$ cat src/rtl/preg_free_list.sv
// Circular free list of physical register tags: rename pops from the head, commit
// pushes stale tags at the tail, per-branch head checkpoints allow one-cycle rollback.
module preg_free_list #(
  parameter  int NUM_PREGS = 128,
  parameter  int NUM_AREGS = 32,
  parameter  int NUM_CKPT  = 4,
  localparam int TW        = $clog2(NUM_PREGS),
  localparam int CW        = $clog2(NUM_CKPT),
  localparam int DEPTH     = NUM_PREGS - NUM_AREGS
) (
  input  logic          clk,
  input  logic          reset,
  input  logic          alloc_req_in,
  output logic [TW-1:0] alloc_tag_out,
  output logic          alloc_ok_out,
  output logic          empty_out,
  output logic [TW-1:0] free_count_out,
  input  logic          release_valid_in,
  input  logic [TW-1:0] release_tag_in,
  input  logic          ckpt_valid_in,
  input  logic [CW-1:0] ckpt_id_in,
  input  logic          mispredict,
  input  logic [CW-1:0] mispredict_id_in
);

  typedef struct packed {
    logic          wrap;
    logic [TW-1:0] ptr;
  } ptr_t;

  logic [TW-1:0] mem_q [DEPTH];
  ptr_t          rd_q, rd_d, rd_adv;
  ptr_t          wr_q, wr_d;
  ptr_t          ckpt_q [NUM_CKPT];
  logic          full;
  logic          rel_do;

  function automatic ptr_t incr(input ptr_t p);
    ptr_t r;
    if (p.ptr == TW'(DEPTH - 1)) begin
      r.ptr  = '0;
      r.wrap = ~p.wrap;
    end else begin
      r.ptr  = p.ptr + 1'b1;
      r.wrap = p.wrap;
    end
    return r;
  endfunction

  always_comb begin
    full           = (rd_q.ptr == wr_q.ptr) && (rd_q.wrap != wr_q.wrap);
    free_count_out = (rd_q.wrap == wr_q.wrap) ? (wr_q.ptr - rd_q.ptr)
                                              : (TW'(DEPTH) - rd_q.ptr + wr_q.ptr);
    empty_out      = (free_count_out == '0);
    alloc_ok_out   = alloc_req_in && !empty_out && !mispredict;
    alloc_tag_out  = mem_q[rd_q.ptr];
    rel_do         = release_valid_in && (release_tag_in != '0);

    // Checkpoints capture the head after this cycle's pop; rollback overrides both.
    rd_adv = alloc_ok_out ? incr(rd_q) : rd_q;
    rd_d   = mispredict ? ckpt_q[mispredict_id_in] : rd_adv;
    wr_d   = rel_do ? incr(wr_q) : wr_q;
  end

  always_ff @(posedge clk) begin
    if (!reset) begin
      for (int i = 0; i < DEPTH; i++) begin
        mem_q[i] <= TW'(NUM_AREGS + i);
      end
      rd_q <= '0;
      wr_q <= '{wrap: 1'b1, ptr: '0};
      for (int c = 0; c < NUM_CKPT; c++) begin
        ckpt_q[c] <= '0;
      end
    end else begin
      rd_q <= rd_d;
      wr_q <= wr_d;
      if (rel_do) begin
        mem_q[wr_q.ptr] <= release_tag_in;
      end
      if (ckpt_valid_in && !mispredict) begin
        ckpt_q[ckpt_id_in] <= rd_adv;
      end
    end
  end

  // Commit can never hand back more tags than were taken out.
  a_no_overflow: assert property (@(posedge clk) disable iff (!reset) !(rel_do && full));

endmodule
$ cat config.mk
export PLATFORM = sky130hd
export DESIGN_NAME = preg_free_list
export DESIGN_NICKNAME = d
export VERILOG_FILES = /design/src/rtl/preg_free_list.sv
export SDC_FILE = /design/constraint.sdc
export NUM_CORES = 1
export LEC_CHECK = 0
export CAP_MARGIN = 10
export CORE_MARGIN = 5
export CORE_UTILIZATION = 50
export DETAILED_ROUTE_END_ITERATION = 16
export GPL_ROUTABILITY_DRIVEN = 0
export PLACE_DENSITY = 0.68
export REMOVE_ABC_BUFFERS = 1
export SLEW_MARGIN = 10
export SYNTH_ARGS = -nofsm -noshare
export SYNTH_HDL_FRONTEND = slang
export SYNTH_SLANG_ARGS = --single-unit
$ cat constraint.sdc
create_clock -name clk -period 3.6 [get_ports clk]
set_input_delay 0.54 -clock clk [delete_from_list [all_inputs] [get_ports clk]]
set_output_delay 0.54 -clock clk [all_outputs]
set_load 0.01 [all_outputs]
==> run_results.csv, run 1 <==
group,metric,value,unit
synthesis,synth-seq-area-share,67.1,%
synthesis,yosysTopAreaCellShare,66.3,%
synthesis,synthFlopType,"edfxtp_1",
placed_design,dp_hpwl,75600,microns
run,max_cap_viol_count,0,
global_route,grt_pass1_wl,172000,microns
synthesis,synth_area,42000,sq um
setup_path,worstReg2RegStart,"rd_q[2]",
global_route,grt-ovfl-total,0,
detailed_routing,vias,25590,
synthesis,synth-seq-cells,944,
placed_design,place_area,45300,sq um
setup_path,crit_path_end_kind,"output pin",
setup_path,crit_arrival,3.55,ns
synthesis,synth_top_area_cell,"edfxtp_1",
clocking,cts_buffers,98,
die,die_w,300,microns
timing,worst_slack,-0.490,ns
min_path,worstHoldPathType,"input pin to flip-flop",
setup_path,r2r_slack,0.24,ns
min_path,holdPathStages,2,
die,die_y,300,microns
global_route,antenna_found_initial,6,
detailed_routing,drtIter0Drc,3206,
setup_path,worst-r2r-cell-count,15,
clocking,clock_latency,0.66,ns
power_and_ir_drop,peakVddDrop,0.000445,V
timing,rsz0062_at_grt,"yes",
global_route,grt_pass1_vias,26134,
global_route,gr-usage-met2,41.8,%
die,die_area,89900,sq um
setup_path,critPathKind,"flip-flop to output pin",
timing,finalCritPeriodShare,114,%
timing,maxSlewViolCount,0,
detailed_routing,wire_per_inst,28.9,microns
status,status,"finished with violations",
timing,setup_violations,10,
timing,holdWs,0.349,ns
layout,mostFrequentLayoutCell,"edfxtp_1",
synthesis,synth_cell_types,57,
placed_design,dp_slack,-0.0911,ns
detailed_routing,route.detailed.drc,0,
layout,layout.cells.most_common_list,"edfxtp_1 (928), nor2_1 (300), mux4_2 (295)",
clocking,ctsLongestPathBuffers,3,
setup_path,required,3.06,ns
synthesis,synth_area_per_cell,15.7,sq um
timing,hold_violations,0,
detailed_routing,via_per_inst,6.38,
status,violations,"setup timing",
clocking,path_clk_slew,0.06,ns
timing,clock_skew,0.0245,ns
layout,drive_gt1_share,27.9,%
global_route,grt_start_max_net_pins,82,
synthesis,yosys-top-cells-area,"edfxtp_1 (66%), mux4_2 (16%), or3_1 (3.1%)",
timing,fin_crit,4.09,ns
clocking,cts_tree,"yes",
detailed_routing,wl,116000,microns
detailed_routing,firstDrtPassIters,5,
setup_path,startpoint_type,"flip-flop",
layout,fin_area,49000,sq um
timing,fmax,245,MHz
synthesis,synthArstFlopShare,0,%
setup_path,cp_max_fo,8,
min_path,hold-path-endpoint,"mem_q[94][1]",
clocking,cts_root_buffer,"clkbuf_16",
synthesis,synth_edf_count,928,
timing,max-slew-margin-rel,22.6,%
clocking,clock-sinks,944,
layout,syn_to_final_growth,16.7,%
layout,nNetsFinal,2885,
power_and_ir_drop,leakagePower,15.3,nW
die,rows,106,
synthesis,syn_inst,2680,
die,start_util,50.3,%
power_and_ir_drop,power_density,503,nW/um^2
min_path,hold_start,"release_tag_in[1]",
die,io-pin-count,33,
global_route,grt_usage,25.8,%
placed_design,port_buffers,32,
setup_path,r2r-end,"ckpt_q[2][7]",
synthesis,ys_warn_count,0,
detailed_routing,ant_nets,0,
global_route,use_met1,35.3,%
global_route,top_usage_layer,"met2",
clocking,h-tree-depth,3,
timing,worst_slew_pin_slew,1.15,ns
die,coreArea,83600,sq um
global_route,grt_use_met3,5.52,%
[per-stage QoR]
stage	std cells	util (%)	setup TNS (ns)	total power, mW
after detailed placement	3800	54.2	-0.434	14.7
after floorplan	2414	-	-465.06	13.8
after CTS	4003	58.5	-3.90	24.7
final	4012	58.7	-3.53	24.7
after global placement	3800	54.2	-0.369	14.6
after global routing	4010	58.7	-4.32	25.4
[cells in the mapped netlist, types with 16 or more instances]
cell type / instances
nand3_1: 16
nand2_1: 241
mux4_2: 295
buf_1: 21
mux2i_1: 19
and3_1: 135
nor2_1: 311
clkbuf_1: 209
or3_1: 210
edfxtp_1: 928
dfxtp_1: 16
inv_1: 21
o21ai_0: 101
buf_2: 33
[final cells by class]
cell class	count	area [sq um]
well taps	1080	1350
multi-input cells	1447	13000
repair buffers	335	3220
diodes	2	5.00
clock buffers	130	2670
fillers	6216	34500
inverters	23	91.3
flip-flops and latches	944	28200
clock inverters	51	514
[worst max-delay path by stage]
| stage | from | end | slack (ns) | cells past startpoint |
|---|---|---|---|---|
| detailed placement | rd_q[0] | alloc_tag_out[2] | -0.09 | 8 |
| global placement | rd_q[0] | alloc_tag_out[2] | -0.1 | 9 |
| floorplan | rd_q[0] | rd_q[0] | -8.55 | 11 |
| finish | rd_q[0] | alloc_tag_out[1] | -0.49 | 8 |
| CTS | rd_q[0] | alloc_tag_out[6] | -0.49 | 9 |
| global route | rd_q[0] | alloc_tag_out[1] | -0.55 | 8 |
[repair_timing]
action,in CTS,in global routing
pin swaps,10,13
hold buffers,0,0
setup endpoints to repair,14,15
setup buffers,21,5
gates resized for setup,81,22
gates cloned,2,4
[registers in the layout, indices dropped and copies added (netlist names)]
| register | count |
|---|---|
| ckpt_q | 32 |
| mem_q | 896 |
| rd_q | 8 |
| wr_q | 8 |
[per-layer routing]
layer,vias up,part of all wire (%)
li1,10714,-
met1,13108,37
met2,1524,49
met3,242,11
met4,2,3.5
met5,-,0.0086
[power breakdown]
| part | switching (mW) | internal, mW |
|---|---|---|
| registers | 0.0728 | 12.2 |
| clock network | 4.23 | 5.85 |
| logic | 1.24 | 1.02 |
| total | 5.53 | 19.1 |
[critical path, cell delays in order (launching register included)]
cell and delay, ns:
dfxtp_4 0.44, buf_12 0.19, buf_12 0.15, mux4_2 0.52
mux4_2 0.54, mux4_2 0.59, nor2_2 0.16, a221oi_2 0.07
buf_2 0.20
[cells by family (layout without fill, tap and decap cells)]
logic type | Yosys count | in the layout | share of synthesized area, %
other | 0 | 2 | 0
and+or+nand+nor | 952 | 952 | 10.8
muxes | 314 | 314 | 16.3
AOI/OAI and AO/OA | 144 | 144 | 2.04
adders and majority gates | 19 | 19 | 0.673
buffers and inverters | 289 | 539 | 2.69
xor gates and xnor gates | 18 | 18 | 0.411
DFF | 944 | 944 | 67.1
(Power assumes the default switching activity.)
==> inputs of run 2 (changes only) <==
CORE_MARGIN = unset   (was 5)
==> run 2 against run 1 <==
Effect of this change:
- the flow still finishes with violations (setup timing)
- wire length decreased by 3.3%
- clock skew increased by 0.010 ns
- non-clock buffer count decreased by 80
- critical endpoint is now alloc_tag_out[5]
- critical path type unchanged
- global-route usage increased by 1.0 points
- via count decreased by 2.5%
- sequential cell count unchanged
- first-iteration DRC count decreased by 7.9%
- hold slack got worse by 0.12 ns
==> run_results.csv, run 2 (synthesized netlist as in run 1, its figures left out) <==
group,metric,value,unit
status,status,"finished with violations",
status,violations,"setup timing",
timing,rsz0062_at_grt,"yes",
die,io-pin-count,33,
layout,mostFrequentLayoutCell,"edfxtp_1",
layout,final_util,58.1,%
clocking,clock_latency,0.68,ns
clocking,hold_buffers,0,
setup_path,r2r-end,"ckpt_q[2][4]",
layout,syn_to_final_growth,14.3,%
timing,finalCritPeriodShare,113,%
global_route,grt_pass1_vias,25547,
detailed_routing,vias,24939,
power_and_ir_drop,peakVddDrop,0.000388,V
setup_path,worst-r2r-cell-count,15,
timing,hold_violations,0,
power_and_ir_drop,seq_power_share,51.0,%
setup_path,crit_path_end_kind,"output pin",
setup_path,worstReg2RegStart,"rd_q[0]",
clocking,cts_root_buffer,"clkbuf_16",
detailed_routing,drtIter0Drc,2952,
timing,setup_violations,9,
min_path,hold-path-endpoint,"wr_q[7]",
power_and_ir_drop,p_total,24.1,mW
timing,fin_crit,4.05,ns
power_and_ir_drop,comb_power_share,8.9,%
placed_design,port_buffers,32,
power_and_ir_drop,clockPowerShare,40.0,%
layout,multi_input_area,13000,sq um
min_path,holdPathStages,2,
layout,fill_cells,6057,
detailed_routing,wl,112000,microns
die,start_util,50.9,%
layout,layout.cells.most_common_list,"edfxtp_1 (928), nor2_1 (300), mux4_2 (295)",
run,max_cap_viol_count,0,
layout,top_register,"mem_q",
layout,largest_register_ffs,896,
power_and_ir_drop,p_int,18.6,mW
layout,antenna_cells,0,
timing,maxSlewViolCount,0,
detailed_routing,wire_per_inst,28.7,microns
global_route,grt_start_max_net_pins,61,
placed_design,dp_hpwl,73300,microns
layout,final_cell_count_no_fill,3911,
timing,max-slew-margin-rel,15.2,%
die,coreArea,82600,sq um
setup_path,critPathKind,"flip-flop to output pin",
layout,seqCellArea,28200,sq um
layout,drive_gt1_share,25.6,%
min_path,worstHoldPathType,"input pin to flip-flop",
layout,nNetsFinal,2803,
setup_path,startpoint_type,"flip-flop",
placed_design,dp_slack,-0.0845,ns
setup_path,cp_slowest_cell,"mux4_2",
power_and_ir_drop,leakagePower,14.8,nW
setup_path,crit_chain,"buf_4 > buf_12 > mux4_2 > mux4_2 > mux4_2 > nor2_2 > a221oi_2 > buf_2",
setup_path,cp_max_fo,9,
layout,reg_top3,"mem_q (896), ckpt_q (32)",
die,die_y,292,microns
clocking,path_clk_slew,0.06,ns
min_path,hold_start,"reset",
power_and_ir_drop,p_sw,5.54,mW
clocking,clock-sinks,944,
detailed_routing,ant_nets,0,
clocking,cts_buffers,96,
clocking,h-tree-depth,3,
clocking,ctsLongestPathBuffers,3,
power_and_ir_drop,power_density,502,nW/um^2
global_route,grt-ovfl-total,0,
setup_path,crit_arrival,3.51,ns
clocking,cts_tree,"yes",
timing,worst_slew_pin_slew,1.26,ns
setup_path,r2r_slack,0.22,ns
setup_path,required,3.06,ns
detailed_routing,firstDrtPassIters,5,
timing,fmax,247,MHz
timing,worst_slack,-0.454,ns
placed_design,dp_cells,3720,
die,die_area,85200,sq um
global_route,grt_pass1_wl,167000,microns
detailed_routing,route.detailed.drc,0,
detailed_routing,via_per_inst,6.38,
timing,clock_skew,0.0346,ns
setup_path,cpMostUsedCell,"mux4_2",
die,die_w,292,microns
global_route,grt_usage,26.8,%
setup_path,slowest_delay,0.61,ns
global_route,antenna_found_initial,3,
power_and_ir_drop,swShare,23.0,%
die,rows,105,
==> run 2: stage by stage <==
stage	instance area, sq um	hold WS [ns]	TNS (ns)
finish	48000	0.230	-3.22
global route	48000	0.227	-3.68
CTS	48000	0.204	-3.90
detailed placement	44700	0.566	-0.423
global placement	44700	0.565	-0.382
floorplan	41000	0.519	-465.06
==> run 2: power groups by stage <==
stage | Combinational [mW] | Clock, mW | Sequential [mW]
2_1_floorplan | 1.17 | 0 | 12.7
3_3_place_gp | 2.01 | 0 | 12.5
3_5_place_dp | 2.04 | 0 | 12.5
4_1_cts | 2.13 | 9.74 | 12.3
5_1_grt | 2.26 | 10.1 | 12.3
6_report | 2.15 | 9.66 | 12.3
==> run 2: per-layer routing <==
layer  vias up  global-route usage [%]  wire length (microns)
met1     12643                    36.2                  42200
li1      10533                       -                      -
met2      1546                    42.1                  53200
met4         2                    10.3                   4160
met3       215                    6.64                  12800
met5         -                       0                     14
==> run 2: worst max-delay path by stage <==
stage,from,endpoint,cells past startpoint
2_1_floorplan,rd_q[0],rd_q[0],11
3_3_place_gp,rd_q[0],alloc_tag_out[1],7
3_5_place_dp,rd_q[0],alloc_tag_out[1],7
4_1_cts,rd_q[0],alloc_tag_out[1],9
5_1_grt,rd_q[0],alloc_tag_out[5],8
6_report,rd_q[0],alloc_tag_out[5],8
==> run 2: layout make-up <==
type | count | area share (%)
well taps | 1070 | 2.79
repair buffers | 255 | 5.04
clock buffers | 122 | 5.22
multi-input cells | 1447 | 27.0
flip-flops and latches | 944 | 58.7
clock inverters | 50 | 1.11
inverters | 23 | 0.190
==> run 2: timing repair <==
item | CTS | global route
gates resized for setup | 77 | 17
gates cloned | 3 | 0
buffers inserted | 11 | 6
setup endpoints to repair | 14 | 19
pin swaps | 12 | 9
==> run 2: critical path: cells and delay by family, from the launching register on <==
family / cells / cell delay, ns
and+or+nand+nor: 1 / 0.16
buffers and inverters: 3 / 0.50
AOI/OAI and AO/OA: 1 / 0.06
muxes: 3 / 1.68
DFF: 1 / 0.42
